$ cat src/rtl/cordic_sched_pkg.sv
// Shared types and defaults for the CORDIC job scheduler.
package cordic_sched_pkg;

  localparam int DATA_WIDTH_DEF     = 8;
  localparam int TIMEOUT_CYCLES_DEF = 31;

  typedef enum logic [1:0] {
    ST_IDLE   = 2'd0,
    ST_ISSUE  = 2'd1,
    ST_WAIT   = 2'd2,
    ST_OUTPUT = 2'd3
  } sched_state_e;

endpackage

$ cat src/rtl/rr_arbiter_2.sv
// Two-way round-robin grant: a lone requester always wins, and when both
// request the pointer selects the winner. The grant is one-hot or zero.
module rr_arbiter_2 (
  input  logic [1:0] valid_i,
  input  logic       ptr_i,
  output logic [1:0] grant_o
);

  // Resolve contention with the pointer; otherwise pass the single request.
  always_comb begin
    // NOTE: every always_comb output gets a default first so no path can infer a latch.
    grant_o = 2'b00;
    if (valid_i == 2'b11) begin
      grant_o = ptr_i ? 2'b10 : 2'b01;
    end else begin
      grant_o = valid_i;
    end
  end

endmodule

$ cat src/rtl/cordic_scheduler.sv
// Shares one CORDIC core between two requesters. A job is accepted in IDLE,
// launched with a one-cycle start strobe, awaited in WAIT and presented for one
// cycle in OUTPUT; the round-robin pointer then favours the other requester.
// Optional watchdog: define CORDIC_SCHED_TIMEOUT_EN to abandon jobs whose core
// never reports done within TIMEOUT_CYCLES cycles of WAIT.
module cordic_scheduler
  import cordic_sched_pkg::*;
#(
  parameter int DATA_WIDTH     = DATA_WIDTH_DEF,
  parameter int TIMEOUT_CYCLES = TIMEOUT_CYCLES_DEF
) (
  input  logic                  clk_i,
  input  logic                  rst_i,
  input  logic                  req0_valid_i,
  input  logic [DATA_WIDTH-1:0] req0_z_i,
  output logic                  req0_ready_o,
  input  logic                  req1_valid_i,
  input  logic [DATA_WIDTH-1:0] req1_z_i,
  output logic                  req1_ready_o,
  output logic                  core_start_o,
  output logic [DATA_WIDTH-1:0] core_z_o,
  input  logic [DATA_WIDTH-1:0] core_x_i,
  input  logic [DATA_WIDTH-1:0] core_y_i,
  input  logic                  core_done_i,
  output logic [DATA_WIDTH-1:0] res_x_o,
  output logic [DATA_WIDTH-1:0] res_y_o,
  output logic                  res_id_o,
  output logic                  res_valid_o,
  output logic                  busy_o,
  output logic                  timeout_o
);

  sched_state_e          state_q, state_d;
  logic                  ptr_q, ptr_d;
  logic [DATA_WIDTH-1:0] core_z_q, core_z_d;
  logic [DATA_WIDTH-1:0] res_x_q, res_x_d;
  logic [DATA_WIDTH-1:0] res_y_q, res_y_d;
  logic                  res_id_q, res_id_d;
  logic [1:0]            grant;
  logic                  timeout_hit;

  rr_arbiter_2 u_arb (
    .valid_i ({req1_valid_i, req0_valid_i}),
    .ptr_i   (ptr_q),
    .grant_o (grant)
  );

`ifdef CORDIC_SCHED_TIMEOUT_EN
  localparam int CNT_W = $clog2(TIMEOUT_CYCLES + 1);

  logic [CNT_W-1:0] wait_cnt_q, wait_cnt_d;

  // Count cycles spent in WAIT; cleared whenever the FSM is elsewhere.
  always_comb begin
    wait_cnt_d = '0;
    if (state_q == ST_WAIT) begin
      wait_cnt_d = wait_cnt_q + 1'b1;
    end
  end

  // Watchdog counter register.
  always_ff @(posedge clk_i or posedge rst_i) begin
    if (rst_i) begin
      wait_cnt_q <= '0;
    end else begin
      wait_cnt_q <= wait_cnt_d;
    end
  end

  // Fires on the cycle after TIMEOUT_CYCLES full WAIT cycles have passed.
  assign timeout_hit = (state_q == ST_WAIT) && (wait_cnt_q == CNT_W'(TIMEOUT_CYCLES));
`else
  // Watchdog absent: WAIT only ends on core_done_i.
  logic unused_timeout_cfg;
  assign unused_timeout_cfg = (TIMEOUT_CYCLES > 0);
  assign timeout_hit        = 1'b0;
`endif

  // Next-state and datapath capture for the job lifecycle.
  always_comb begin
    state_d  = state_q;
    ptr_d    = ptr_q;
    core_z_d = core_z_q;
    res_x_d  = res_x_q;
    res_y_d  = res_y_q;
    res_id_d = res_id_q;
    unique case (state_q)
      ST_IDLE: begin
        if (|grant) begin
          core_z_d = grant[1] ? req1_z_i : req0_z_i;
          res_id_d = grant[1];
          state_d  = ST_ISSUE;
        end
      end
      ST_ISSUE: begin
        state_d = ST_WAIT;
      end
      ST_WAIT: begin
        if (timeout_hit) begin
          ptr_d   = ~res_id_q;
          state_d = ST_IDLE;
        end else if (core_done_i) begin
          res_x_d = core_x_i;
          res_y_d = core_y_i;
          state_d = ST_OUTPUT;
        end
      end
      ST_OUTPUT: begin
        ptr_d   = ~res_id_q;
        state_d = ST_IDLE;
      end
      default: begin
        state_d = ST_IDLE;
      end
    endcase
  end

  // State and datapath registers; reset abandons any job in flight.
  always_ff @(posedge clk_i or posedge rst_i) begin
    // NOTE: sequential state uses non-blocking assignment so all registers update from pre-edge values.
    if (rst_i) begin
      state_q  <= ST_IDLE;
      ptr_q    <= 1'b0;
      core_z_q <= '0;
      res_x_q  <= '0;
      res_y_q  <= '0;
      res_id_q <= 1'b0;
    end else begin
      state_q  <= state_d;
      ptr_q    <= ptr_d;
      core_z_q <= core_z_d;
      res_x_q  <= res_x_d;
      res_y_q  <= res_y_d;
      res_id_q <= res_id_d;
    end
  end

  // Ready is gated by reset so every output reads 0 while reset is held.
  assign req0_ready_o = grant[0] && (state_q == ST_IDLE) && !rst_i;
  assign req1_ready_o = grant[1] && (state_q == ST_IDLE) && !rst_i;
  assign core_start_o = (state_q == ST_ISSUE);
  assign core_z_o     = core_z_q;
  assign res_x_o      = res_x_q;
  assign res_y_o      = res_y_q;
  assign res_id_o     = res_id_q;
  assign res_valid_o  = (state_q == ST_OUTPUT);
  assign busy_o       = (state_q != ST_IDLE);
  assign timeout_o    = timeout_hit;

endmodule
$ cat config.mk
export PLATFORM = sky130hd
export DESIGN_NAME = cordic_scheduler
export DESIGN_NICKNAME = d
export VERILOG_FILES = /design/src/rtl/cordic_sched_pkg.sv /design/src/rtl/rr_arbiter_2.sv /design/src/rtl/cordic_scheduler.sv
export SDC_FILE = /design/constraint.sdc
export NUM_CORES = 1
export LEC_CHECK = 0
export ABC_CLOCK_PERIOD_IN_PS = 1960
export CORE_MARGIN = 3
export CORE_UTILIZATION = 43
export CTS_CLUSTER_DIAMETER = 120
export DETAILED_ROUTE_END_ITERATION = 8
export DONT_BUFFER_PORTS = 1
export SKIP_LAST_GASP = 1
export SLEW_MARGIN = 25
export SYNTH_ARGS = -nofsm -noshare
export SYNTH_HDL_FRONTEND = slang
export SYNTH_HIERARCHICAL = 1
export SYNTH_SLANG_ARGS = --single-unit
$ cat constraint.sdc
create_clock -name clk_i -period 1.96 [get_ports clk_i]
set_clock_uncertainty 0.05 [all_clocks]
set_input_delay 0.196 -clock clk_i [delete_from_list [all_inputs] [get_ports clk_i]]
set_output_delay 0.196 -clock clk_i [all_outputs]
set_load 0.02 [all_outputs]
### Word-level counts from Yosys, hierarchy flattened

Index checks and enable logic that the tools add are counted.

| word-level totals | value |
|---|---|
| register bits | 28 |
| input bits | 37 |
| logic and storage cells | 30 |

| cells by class | value |
|---|---|
| eq/ne operators | 6 |
| multiplexer cells | 6 |
| bitwise operators | 1 |
| reductions and logical operators | 11 |

Operator list:

| operator | number |
|---|---|
| $mux 2 | 4 |
| $mux 8 | 1 |
| $pmux 2 s4 | 1 |
| $eq 2x2->1 const B | 3 |
| $reduce_and 2->1 | 3 |
| $logic_and 1x1->1 | 4 |
| $ne 2x2->1 const B | 2 |
| $eq 2x1->1 const B | 1 |
| $logic_not 2->1 | 1 |
| $reduce_bool 2->1 | 1 |
| $reduce_or 2->1 | 1 |
| $logic_not 1->1 | 1 |
| $not 1->1 | 1 |

### Logic depth before layout (Yosys ltp)

Gate-level depths: netlist of run 1.

| depth | value |
|---|---|
| word-level depth | 5 |
| gate-level depth with buffers | 7 |
| depth with buffers taken out | 5 |

### Modules after synthesis

The synthesis of run 1 kept the hierarchy.

Modules (own cells, without submodules):

| module | instances | cells each | area an instance (um^2) | sequential area each (um^2) |
|---|---|---|---|---|
| cordic_scheduler | 1 | 106 | 1308.8 | 700.7 |
| rr_arbiter_2 | 1 | 3 | 18.8 | 0.0 |

### Least setup slack after synthesis of run 1

No wires, ideal clock.

| path | value |
|---|---|
| path kind | register to output |
| start | register state_q[0] |
| end | output port req1_ready_o |
| arrival | 1.245 ns |
| required time | 1.714 ns |
| slack | 0.469 ns |
| cell stages (with the launch flop) | 6 |
| path through | dfrtp_1 inv_1 ha_1 buf_2 nand2_1 nor2_1 |

| between the ends | value |
|---|---|
| longest elaborated chain between the ends | 3 |

RTL lines:

| what | RTL line | source |
|---|---|---|
| start: declaration | cordic_scheduler.sv:33 | `sched_state_e state_q, state_d;` |
| start signal: assignment | cordic_scheduler.sv:129 | `state_q <= state_d;` |
| $logic_not 2->1 | cordic_scheduler.sv:140 | `assign req1_ready_o = grant[1] && (state_q == ST_IDLE) && !rst_i;` |
| $logic_and 1x1->1 (2 in series) | cordic_scheduler.sv:140 |  |
| end: declaration | cordic_scheduler.sv:19 | `output logic req1_ready_o,` |

Every way passes these cells.

### Worst setup path after layout of run 1

| path | value |
|---|---|
| start | register state_q[0] |
| end | output port req0_ready_o |

| between the ends | value |
|---|---|
| longest elaborated chain between the ends | 3 |

RTL lines:

| what | RTL line | source |
|---|---|---|
| $logic_not 2->1 | cordic_scheduler.sv:139 | `assign req0_ready_o = grant[0] && (state_q == ST_IDLE) && !rst_i;` |
| $logic_and 1x1->1 (2 in series) | cordic_scheduler.sv:139 |  |
| end: declaration | cordic_scheduler.sv:16 | `output logic req0_ready_o,` |

Every way passes these cells.

==> results.sh, run 1 <==
export IMPL_end_kind="output port"
export IMPL_leakagePower_nw=0.804
export IMPL_yosysMostFrequentCell="dfrtp_1"
export IMPL_core_area_um2=2850
export IMPL_cp_start_kind="flop"
export IMPL_worstPathMaxFanout=10
export IMPL_setup_violations_final=0
export IMPL_track_usage_pct=14.5
export IMPL_antenna_left=0
export IMPL_ir_drop_uv=679
export IMPL_synth_edf_count=0
export IMPL_final_max_slew_viol_count=0
export IMPL_clock_path_buffers=2
export IMPL_max_freq_ghz=0.556
export IMPL_rsz0062_at_grt="false"
export IMPL_clkTransAtPathRegs_ns=0.15
export IMPL_antenna_cells=0
export IMPL_critical_path_required_ns=1.71
export IMPL_grt_pass1_wl_mm=4.20
export IMPL_drc=0
export IMPL_grt_start_max_net_pins=17
export IMPL_place_congestion=0.713
export IMPL_place_inst=141
export IMPL_syn_num_nets=151
export IMPL_async_reset_ff_share_pct=100
export IMPL_hold_viol_final=0
export IMPL_finalWorstSetupSlack_ns=0.162
export IMPL_worstRegToRegCells=4
export IMPL_drive_gt1_share_pct=22.5
export IMPL_grt_ovfl_total=0
export IMPL_start_util_pct=46.5
export IMPL_synth_area_top_cells="dfrtp_1 (53%), mux2_4 (12%), mux2_2 (5.1%), ha_1 (4.7%), o311ai_0 (4.6%)"
export IMPL_design_die_area_um2=3790
export IMPL_place_ws_ns=0.244
export IMPL_ys_flop_type="dfrtp_1"
export IMPL_die_w_um=61.6
export IMPL_cap_violations=0
export IMPL_reg2reg_to="res_y_o[7]"
export IMPL_worst_setup_path_type="flop to output port"
export IMPL_firstDrtPassIters=4
export IMPL_yosysTopAreaCell="dfrtp_1"
export IMPL_rrSetupSlack_ns=0.24
export IMPL_die_height_um=61.6
export IMPL_synthTopCellsByCount="dfrtp_1 (28), inv_1 (14), mux2_4 (11), nand2_1 (11)"
export IMPL_fin_crit_ns=1.80
export IMPL_crit_chain="inv_1, ha_1, nand2_2, nor2_1, buf_4"
export IMPL_num_io_pins=68
export IMPL_synth_top_area_share_pct=52.8
export IMPL_cts_buffers=3
export IMPL_cts_sinks=28
export IMPL_ys_warn_count=6
export IMPL_routed_via_density=5.33
export IMPL_num_vias=900
export IMPL_area_growth_pct=25.5
export IMPL_tightest_slew_ns=0.532
export IMPL_ys_seq_elements=28
export IMPL_first_global_vias=935
export IMPL_wire_per_inst_um=16.3
export IMPL_place_hpwl_mm=1.95
export IMPL_finalWirelength_mm=2.75
export IMPL_crit_arrival_ns=1.55
export IMPL_h_tree_depth=1
export IMPL_r2r_start="state_q[0]"
export IMPL_stdcell_count=169
export IMPL_endpoint="req0_ready_o"
export IMPL_syn_area_um2=1330
export IMPL_relSlewSlack_pct=64.5
export IMPL_drtIter0Drc=18
export IMPL_antenna_found_initial=0
export IMPL_num_rows=19
export IMPL_insertion_delay_ns=0.32
export IMPL_io_buffers=0
export IMPL_p_per_area_nw_per_um2=1610
export IMPL_layout_nets=181
export IMPL_slowest_delay_ns=0.45
export IMPL_synthCells=109
export IMPL_synth_area_per_cell_um2=12.2
export IMPL_status="complete, no violations"
export IMPL_crit_path_top_delay_cell="dfrtp_1"
export IMPL_root_buffer="clkbuf_4"
export IMPL_cts_tree="done"
export IMPL_ys_types=21
export IMPL_hp_class="input port to flop"
export IMPL_ys_seq_area_share_pct=52.8
export IMPL_setup_tns_final_ns=0
export IMPL_cp_startpoint="state_q[0]"
export IMPL_post_route_period_util_pct=91.7
[metal layers]
layer | wire, µm | GRT usage, % | vias up
met1 | 1100 | 17.6 | 437
met2 | 1450 | 26.2 | 34
li1 | - | - | 427
met4 | 19 | 3.64 | 0
met3 | 189 | 2.94 | 2
met5 | 0 | 0 | -
[cell families after synthesis]
family	Yosys count	share of synthesized area, %
buf+inv	19	6.97
fa+ha+maj	5	4.71
mux	17	17.5
flops	28	52.8
compound gates	16	9.24
simple gates	23	8.48
other cells	1	0.282
[cell usage in the layout (no fill, tap or decap)]
cell type      count
a21oi_2            1
nand2_1           10
clkbuf_4           3
bufinv_16          1
nand2_2            2
mux2_2             6
nor2_1             3
o21ai_1            1
a21boi_1           2
a21oi_1            2
nor3b_4            1
dfrtp_1           28
o311ai_0           7
o22ai_1            2
buf_4              6
inv_1             14
nand3_1            7
conb_1             1
mux2_4            11
o32a_1             1
dlygate4sd3_1     24
ha_1               5
[worst max-delay path, delay by kind of cell (launching register included)]
family / cells / cell delay (ns)
adder cells (fa/ha/maj): 1 / 0.24
flip-flops: 1 / 0.45
AND/OR/NAND/NOR: 2 / 0.28
buffers and inverters: 2 / 0.27
[how the worst min path moves through the flow]
stage,depth (start not counted),to,startpoint
2_1_floorplan,1,core_z_o[0],rst_i
3_3_place_gp,1,res_id_o,rst_i
3_5_place_dp,1,ptr_q,rst_i
4_1_cts,2,core_z_o[3],req1_z_i[3]
5_1_grt,2,core_z_o[3],req1_z_i[3]
6_report,2,core_z_o[3],req1_z_i[3]
[repair_timing]
action,CTS,global route
hold endpoints to repair,33,1
resized for setup,0,1
setup endpoints to repair,0,1
hold buffers,22,2
buffers inserted,0,0
[power breakdown]
| part | switching [mW] | internal [mW] | total (mW) |
|---|---|---|---|
| Combinational | 0.413 | 0.496 | 0.908 |
| Clock | 0.167 | 0.207 | 0.373 |
| Sequential | 0.536 | 0.868 | 1.40 |
[registers in the layout, summed over array words and instances, names as in the netlist]
signal	cells
core_z_o	8
res_x_o	8
res_y_o	8
state_q	2
ptr_q	1
res_id_o	1
[cell type report]
type                            count  area [µm²]
Fill cell                         244        1190
Sequential cell                    28         701
Multi-Input combinational cell     62         537
Timing Repair Buffer               30         285
Inverter                           14        52.6
Tap cell                           31        38.8
Clock inverter                      1        30.0
Clock buffer                        3        22.5
[stage by stage]
step / instance area (µm²) / hold WS, ns / util (%) / total power [mW]
global route: 1670 / 0.00233 / 58.4 / 2.87
floorplan: 1330 / 0.211 / - / 2.11
global placement: 1370 / 0.102 / 48.1 / 2.24
CTS: 1640 / 0.000985 / 57.6 / 2.71
detailed placement: 1370 / 0.0999 / 48.1 / 2.29
finish: 1670 / 0.00654 / 58.4 / 2.69
Power figures use the tool's default switching activity.
==> inputs of run 2 (changes only) <==
--- a/config.mk
+++ b/config.mk
@@ -6,6 +6,7 @@
 export NUM_CORES = 1
 export LEC_CHECK = 0
 export ABC_CLOCK_PERIOD_IN_PS = 1960
+export CORE_ASPECT_RATIO = 1.5
 export CORE_MARGIN = 3
 export CORE_UTILIZATION = 43
 export CTS_CLUSTER_DIAMETER = 120
@@ -15,5 +16,4 @@
 export SLEW_MARGIN = 25
 export SYNTH_ARGS = -nofsm -noshare
 export SYNTH_HDL_FRONTEND = slang
-export SYNTH_HIERARCHICAL = 1
 export SYNTH_SLANG_ARGS = --single-unit
==> run 2 against run 1 <==
- area after synthesis about the same
- via count down 8.8%
- register-to-register slack gained 0.15 ns
- clock-buffer cell count is the same
- routed wire length is 2.6% lower
- critical path depth unchanged
- maximum frequency down 1.9%
- cell area decreased by 14%
- sequential power is essentially flat
- largest power group unchanged
- highest routed layer unchanged
==> results.sh, run 2 <==
export IMPL_cts_tree="done"
export IMPL_clock_path_buffers=2
export IMPL_critical_path_required_ns=1.71
export IMPL_design_die_area_um2=3810
export IMPL_grt_ovfl_total=0
export IMPL_muxShareOfSynthArea_pct=18.3
export IMPL_whs_ns=0.0190
export IMPL_fin_crit_ns=1.83
export IMPL_place_congestion=0.673
export IMPL_p_seq_share_pct=52.4
export IMPL_area_growth_pct=8.47
export IMPL_cts_buffers=3
export IMPL_worstPathMaxFanout=4
export IMPL_crit_arrival_ns=1.59
export IMPL_ys_seq_area_share_pct=52.7
export IMPL_synth_edf_count=0
export IMPL_slowest_delay_ns=0.43
export IMPL_die_w_um=51.4
export IMPL_core_area_um2=2940
export IMPL_ys_warn_count=0
export IMPL_die_height_um=74.1
export IMPL_synth_top_family_by_area="multiplexers"
export IMPL_post_route_period_util_pct=93.5
export IMPL_synthAdderAreaFrac_pct=4.71
export IMPL_synth_area_per_cell_um2=12.4
export IMPL_synth_area_top_cells="dfrtp_1 (53%), mux2_4 (12%), mux2_2 (5.1%), ha_1 (4.7%), a31oi_1 (3.8%)"
export IMPL_final_max_slew_viol_count=0
export IMPL_grt_start_max_net_pins=29
export IMPL_path_buf_inv=3
export IMPL_synth_compound_area_share_pct=10.2
export IMPL_cp_start_kind="flop"
export IMPL_drc=0
export IMPL_num_rows=24
export IMPL_finalPower_mw=2.71
export IMPL_worst_setup_path_type="flop to output port"
export IMPL_synth_xor_area_share_pct=0
export IMPL_first_global_vias=890
export IMPL_status="complete, no violations"
export IMPL_antenna_found_initial=0
export IMPL_setup_tns_final_ns=0
export IMPL_yosysTopAreaCell="dfrtp_1"
export IMPL_synth_top_area_share_pct=52.7
export IMPL_setup_violations_final=0
export IMPL_ys_types=25
export IMPL_h_tree_depth=1
export IMPL_finalWorstSetupSlack_ns=0.128
export IMPL_antenna_left=0
export IMPL_cts_sinks=28
export IMPL_p_int_mw=1.60
export IMPL_max_freq_ghz=0.546
export IMPL_synthTopCellsByCount="dfrtp_1 (28), mux2_4 (11)"
export IMPL_insertion_delay_ns=0.27
export IMPL_routed_via_density=5.51
export IMPL_start_util_pct=45.2
export IMPL_track_usage_pct=14.3
export IMPL_rsz0062_at_grt="false"
export IMPL_final_cell_mix="dfrtp_1 (28), mux2_4 (11)"
export IMPL_worst_path_most_repeated_cell="inv_1"
export IMPL_power_frac_comb_pct=31.2
export IMPL_ys_seq_elements=28
export IMPL_yosys_area_share_simple_pct=8.85
export IMPL_switching_share_pct=40.8
export IMPL_layout_nets=153
export IMPL_design_area_um2=1440
export IMPL_firstDrtPassIters=2
export IMPL_leakagePower_nw=0.664
export IMPL_power_switching_mw=1.11
export IMPL_place_hpwl_mm=2.06
export IMPL_place_ws_ns=0.393
export IMPL_hp_class="input port to flop"
export IMPL_syn_area_um2=1330
export IMPL_finalWirelength_mm=2.68
export IMPL_nFillCells=292
export IMPL_crit_path_top_delay_cell="dfrtp_1"
export IMPL_grt_pass1_wl_mm=4.04
export IMPL_synthCells=107
export IMPL_io_buffers=0
export IMPL_ys_flop_type="dfrtp_1"
export IMPL_clkPwrFrac_pct=16.5
export IMPL_hold_viol_final=0
export IMPL_p_per_area_nw_per_um2=1880
export IMPL_drtIter0Drc=18
export IMPL_final_common_cell="dfrtp_1"
export IMPL_crit_chain="inv_1, ha_1, inv_1, nor4_1, buf_4"
export IMPL_ir_drop_uv=782
export IMPL_yosysMostFrequentCell="dfrtp_1"
export IMPL_antenna_cells=0
export IMPL_cap_violations=0
export IMPL_root_buffer="clkbuf_8"
export IMPL_cts_resized=0
export IMPL_wire_per_inst_um=18.0
export IMPL_place_area_um2=1360
export IMPL_end_kind="output port"
export IMPL_num_vias=821
export IMPL_num_io_pins=68
export IMPL_syn_num_nets=149
export IMPL_drive_gt1_share_pct=25.5
export IMPL_clkTransAtPathRegs_ns=0.09
export IMPL_async_reset_ff_share_pct=100
export IMPL_critPathTopFamily="buffers and inverters"
[run 2: cell count changes after synthesis, sizes merged, moves of 2 or more]
| cell | change |
|---|---|
| nand2 | -10 |
| o22ai | -2 |
| inv | -7 |
| a31oi | +8 |
| nor2 | +5 |
| o311ai | -7 |
| o21ai | +7 |
| a21oi | -2 |
| a21boi | -2 |
[run 2: routing by layer]
layer	global-route usage [%]	vias to the layer above	wire (µm)
met5	0	-	0
met4	7.29	0	21
met3	3.61	2	187
met2	25.5	34	1440
met1	15.4	407	1030
li1	-	378	-
[run 2: final timing paths]
kind,startpoint,endpoint,slack [ns],cells after the start
max in group asynchronous,rst_i,res_y_o[2],1.22,3
setup / recovery,state_q[0],req1_ready_o,0.13,5
hold reg to reg,ptr_q,ptr_q,0.51,2
hold / removal,core_x_i[7],res_x_o[7],0.02,1
setup reg to reg,state_q[0],state_q[1],0.39,5
min in group asynchronous,rst_i,ptr_q,0.37,3
[run 2: cell type report]
class / count / area, µm² / share of cell area, %
Clock inverter: 1 / 30.0 / 2.08
Timing Repair Buffer: 4 / 32.5 / 2.26
Multi-Input combinational cell: 67 / 562 / 39.0
Tap cell: 39 / 48.8 / 3.39
Inverter: 7 / 26.3 / 1.82
Clock buffer: 3 / 41.3 / 2.86
Sequential cell: 28 / 701 / 48.6
[run 2: cell families after synthesis]
| group | Yosys count |
|---|---|
| buffers and inverters | 12 |
| other | 1 |
| adders and majority gates | 5 |
| DFF | 28 |
| and+or+nand+nor | 22 |
| AOI/OAI and AO/OA | 21 |
| muxes | 18 |
[run 2: stage by stage]
step           std cells  utilization (%)
6_report             149             49.0
5_1_grt              149             49.0
4_1_cts              149             49.0
3_5_place_dp         144             46.2
3_3_place_gp         144             46.2
2_1_floorplan        107                -
[run 2: what timing repair did]
action                                 4_1_cts  5_1_grt
endpoints found under the hold margin       28        0
setup endpoints to repair                    0        0
hold buffers                                 1        0
buffers inserted                             0        0
[run 2: power by group through the flow]
stage	Clock, mW	Combinational [mW]	Sequential [mW]
2_1_floorplan	0	0.771	1.37
3_3_place_gp	0	0.818	1.43
3_5_place_dp	0	0.855	1.44
4_1_cts	0.463	0.860	1.43
5_1_grt	0.470	0.942	1.46
6_report	0.446	0.845	1.42
==> inputs of run 3 (changes only) <==
--- a/config.mk
+++ b/config.mk
@@ -7,7 +7,6 @@
 export LEC_CHECK = 0
 export ABC_CLOCK_PERIOD_IN_PS = 1960
 export CORE_ASPECT_RATIO = 1.5
-export CORE_MARGIN = 3
 export CORE_UTILIZATION = 43
 export CTS_CLUSTER_DIAMETER = 120
 export DETAILED_ROUTE_END_ITERATION = 8
==> run 3 against run 2 <==
- maximum frequency grew 2.1%
- hold slack gained 0.0024 ns
- register-to-register slack is essentially flat
- critical path type unchanged
- critical endpoint unchanged
- highest routed layer unchanged
==> results.sh, run 3 (synthesis gave the netlist of run 2 again) <==
export IMPL_grt_ovfl_total=0
export IMPL_hp_class="input port to flop"
export IMPL_h_tree_depth=1
export IMPL_ir_drop_uv=781
export IMPL_cts_tree="done"
export IMPL_finalWorstSetupSlack_ns=0.165
export IMPL_place_inst=144
export IMPL_place_ws_ns=0.401
export IMPL_place_area_um2=1360
export IMPL_root_buffer="clkbuf_8"
export IMPL_worstPathMaxFanout=4
export IMPL_first_global_vias=873
export IMPL_num_rows=24
export IMPL_final_max_slew_viol_count=0
export IMPL_design_area_um2=1430
export IMPL_cp_startpoint="state_q[0]"
export IMPL_firstDrtPassIters=2
export IMPL_worst_setup_path_type="flop to output port"
export IMPL_routed_via_density=5.54
export IMPL_cts_sinks=28
export IMPL_status="complete, no violations"
export IMPL_stdcell_count=149
export IMPL_clock_path_buffers=2
export IMPL_start_util_pct=45.6
export IMPL_r2r_start="state_q[0]"
export IMPL_p_per_area_nw_per_um2=1830
export IMPL_design_die_area_um2=3320
export IMPL_end_kind="output port"
export IMPL_final_common_cell="dfrtp_1"
export IMPL_area_growth_pct=7.25
export IMPL_insertion_delay_ns=0.27
export IMPL_hold_viol_final=0
export IMPL_die_w_um=47.4
export IMPL_track_usage_pct=16.2
export IMPL_whs_ns=0.0215
export IMPL_place_hpwl_mm=1.89
export IMPL_fin_crit_ns=1.80
export IMPL_cap_violations=0
export IMPL_postLayoutCoreUtil_pct=48.9
export IMPL_antenna_found_initial=0
export IMPL_final_cell_mix="dfrtp_1 (28), mux2_4 (11)"
export IMPL_drtIter0Drc=10
export IMPL_finalWirelength_mm=2.56
export IMPL_drc=0
export IMPL_die_height_um=70.1
export IMPL_layout_nets=153
export IMPL_leakagePower_nw=0.657
export IMPL_max_freq_ghz=0.557
export IMPL_critical_path_required_ns=1.71
export IMPL_finalPower_mw=2.60
export IMPL_grt_start_max_net_pins=29
export IMPL_grt_pass1_wl_mm=3.97
export IMPL_drive_gt1_share_pct=25.5
export IMPL_post_cts_buffers=0
export IMPL_core_area_um2=2910
export IMPL_setup_violations_final=0
export IMPL_cts_buffers=3
export IMPL_clkTransAtPathRegs_ns=0.09
export IMPL_antenna_left=0
export IMPL_worstHoldStart="core_y_i[7]"
export IMPL_nFillCells=287
export IMPL_wire_per_inst_um=17.2
export IMPL_cp_start_kind="flop"
export IMPL_setup_tns_final_ns=0
export IMPL_io_buffers=0
export IMPL_crit_arrival_ns=1.55
export IMPL_num_vias=825
export IMPL_antenna_cells=0
export IMPL_rsz0062_at_grt="false"
export IMPL_place_congestion=0.685
export IMPL_num_io_pins=68
export IMPL_post_route_period_util_pct=91.6
[run 3: cell count changes in the layout (fill, tap and decap cells not counted), sizes merged]
cell    delta
bufinv     -1
clkbuf     +1
[run 3: final timing paths]
| path | end | slack [ns] | cells after the start |
|---|---|---|---|
| setup / recovery | req1_ready_o | 0.16 | 5 |
| hold / removal | res_y_o[7] | 0.02 | 1 |
| setup reg to reg | state_q[1] | 0.39 | 5 |
| hold reg to reg | ptr_q | 0.51 | 2 |
| max in group asynchronous | res_y_o[0] | 1.22 | 3 |
| min in group asynchronous | ptr_q | 0.38 | 3 |
[run 3: metal layers]
metal  track usage (%)  part of all wire (%)  wire, µm
met4              6.67                  0.78        20
met5                 0                     0         0
met1              18.6                    40      1020
met2              27.1                    52      1330
met3              3.88                   7.8       199
[run 3: worst max-delay path: stages (launching register included)]
cell     delay, ns
dfrtp_1       0.42
inv_1         0.12
ha_1          0.18
inv_1         0.12
nor4_1        0.25
buf_4         0.19
[run 3: layout make-up]
type	count	area (µm²)	area share [%]
well taps	39	48.8	3.42
repair buffers	4	32.5	2.28
multi-input cells	67	562	39.4
flip-flops and latches	28	701	49.2
clock buffers	4	55.1	3.86
inverters	7	26.3	1.84
[run 3: where the power goes]
| group | internal, mW | switching [mW] |
|---|---|---|
| Combinational | 0.456 | 0.385 |
| Sequential | 0.876 | 0.545 |
| Clock | 0.179 | 0.164 |
| Total | 1.51 | 1.09 |
[run 3: what timing repair did]
item | in CTS | in global routing
endpoints found under the hold margin | 28 | 0
hold buffers | 1 | 0
endpoints found under the setup margin | 0 | 0
gates resized for setup | 0 | 0
==> variant, RTL diff (config.mk and constraints of run 2) <==
Set the package constant `DATA_WIDTH_DEF` to 12 (it was 8).
--- a/src/rtl/cordic_sched_pkg.sv
+++ b/src/rtl/cordic_sched_pkg.sv
@@ -1,7 +1,7 @@
 // Shared types and defaults for the CORDIC job scheduler.
 package cordic_sched_pkg;
 
-  localparam int DATA_WIDTH_DEF     = 8;
+  localparam int DATA_WIDTH_DEF     = 12;
   localparam int TIMEOUT_CYCLES_DEF = 31;
 
   typedef enum logic [1:0] {
Ports: changed (7 resized); port bits go from 68 to 96. No check against the original RTL was run, so the function may have changed too.
==> variant against run 2 <==
Combinational power rose by 14%. Utilization rose by 4.7 points. Total power rose by 31%. Worst hold slack got worse by 1.3 ps. Sequential power rose by 44%. Routed wire length rose by 51%. Count of clock-buffer cells in the layout rose by 4. Sequential cell count rose by 12. Non-clock buffer count rose by 24. Worst setup slack improved by 13 ps. Global-route usage rose by 3.1 points. Synthesized area rose by 34%. Final area rose by 47%. Critical endpoint unchanged. Largest power group unchanged. Highest routed layer unchanged.
==> variant: results (changes against run 2) <==
[status]
outcome=finished clean  ; unchanged

[critical_path]
cp.arrival_ps=1570  ; was 1590 ps
rr_endpoint=res_x_o[9]  ; was state_q[1]

[route]
wire_per_inst_um=18.5  ; was 18.0 um
drtPass1Iterations=4  ; was 2
drt_iter0_markers=13  ; was 18
vias=1226  ; was 821

[synth]
synthTopCellsByArea=dfrtp_1 56%, mux2_1 13%, a31oi_1 4.2%  ; was dfrtp_1 53%, mux2_4 12%, mux2_2 5.1%
synth_fp_nets=206  ; was 149
synth_cell_types=27  ; was 25
synth_top_area_frac=0.564  ; was 0.527
synth_seq_area_share=0.564  ; was 0.527
synth_common_cells=40 x dfrtp_1, 20 x mux2_1, 13 x nor2_1, 12 x a31oi_1, 12 x nand3_1  ; was 28 x dfrtp_1, 11 x mux2_4
synth.mux.area_fraction=0.161  ; was 0.183
synth-compound-area-share=0.102  ; about the same
yosys_warnings=0  ; unchanged
synthAdderAreaFrac=0.0352  ; was 0.0471

[clock_network]
h-tree-depth=2  ; was 1
cts_buffers=5  ; was 3
clk_pin_slew_ps=70  ; was 90 ps

[place]
place_ws_ps=290  ; was 393 ps
place_congestion=0.732  ; was 0.673

[grt]
grt_pass1_vias=1366  ; was 890
grt_max_degree=27  ; was 29

[power_and_ir_drop]
leakagePower_nw=0.906  ; was 0.664 nW
p_seq_mw=2.05  ; was 1.42 mW
ir_drop_v=0.000988  ; was 0.000782 V
pwr-share-comb=0.271  ; was 0.312

[sta]
holdWs_ps=17.7  ; was 19.0 ps

[layout]
drive_above_1_share=0.121  ; was 0.255
nNetsFinal=231  ; was 153

[hold_path]
min_to=res_x_o[11]  ; was res_x_o[7]
hold_start=core_x_i[11]  ; was core_x_i[7]

-- variant: changes by cell type after synthesis, moves of 2 or more --
| cell | run 2 | this run |
|---|---|---|
| mux2_1 | 0 | 20 |
| dfrtp_1 | 28 | 40 |
| mux2_4 | 11 | 1 |
| o21ai_1 | 0 | 9 |
| nor2_1 | 8 | 13 |
| o21ai_0 | 8 | 3 |
| a31oi_1 | 8 | 12 |
| buf_2 | 2 | 6 |
| nand3_1 | 8 | 12 |
| a21oi_1 | 0 | 2 |
| inv_1 | 7 | 5 |
| mux2_2 | 6 | 4 |
-- variant: per-stage QoR --
| stage | total power [mW] | cell area [sq um] | instances |
|---|---|---|---|
| after global placement | 2.93 | 1800 | 188 |
| final | 3.56 | 2130 | 219 |
| after CTS | 3.60 | 2110 | 217 |
| after floorplan | 2.78 | 1780 | 148 |
| after global routing | 3.80 | 2130 | 219 |
| after detailed placement | 3.01 | 1800 | 188 |
-- variant: worst max-delay path by stage --
| stage | slack, ps | endpoint | from | cells past startpoint |
|---|---|---|---|---|
| after CTS | 120 | req1_ready_o | state_q[1] | 5 |
| after global routing | 30 | req1_ready_o | state_q[1] | 5 |
| after global placement | 400 | res_x_o[11] | state_q[0] | 5 |
| after detailed placement | 290 | res_x_o[9] | state_q[0] | 5 |
| final | 140 | req1_ready_o | state_q[0] | 5 |
| after floorplan | 250 | req1_ready_o | state_q[0] | 4 |
-- variant: cell type report --
type                       instances  area (sq um)
fill                             335          1830
sequential                        40          1000
multi-input combinational         92           684
timing repair buffer              28           268
clock buffer                       7          86.3
tap                               45          56.3
inverter                           6          22.5
clock inverter                     1          7.51
-- variant: routing by layer --
metal  wire, um  GRT usage
met1       1350      0.165
met2       2310      0.322
met3        329     0.0585
met4         65     0.0759
met5          0          0
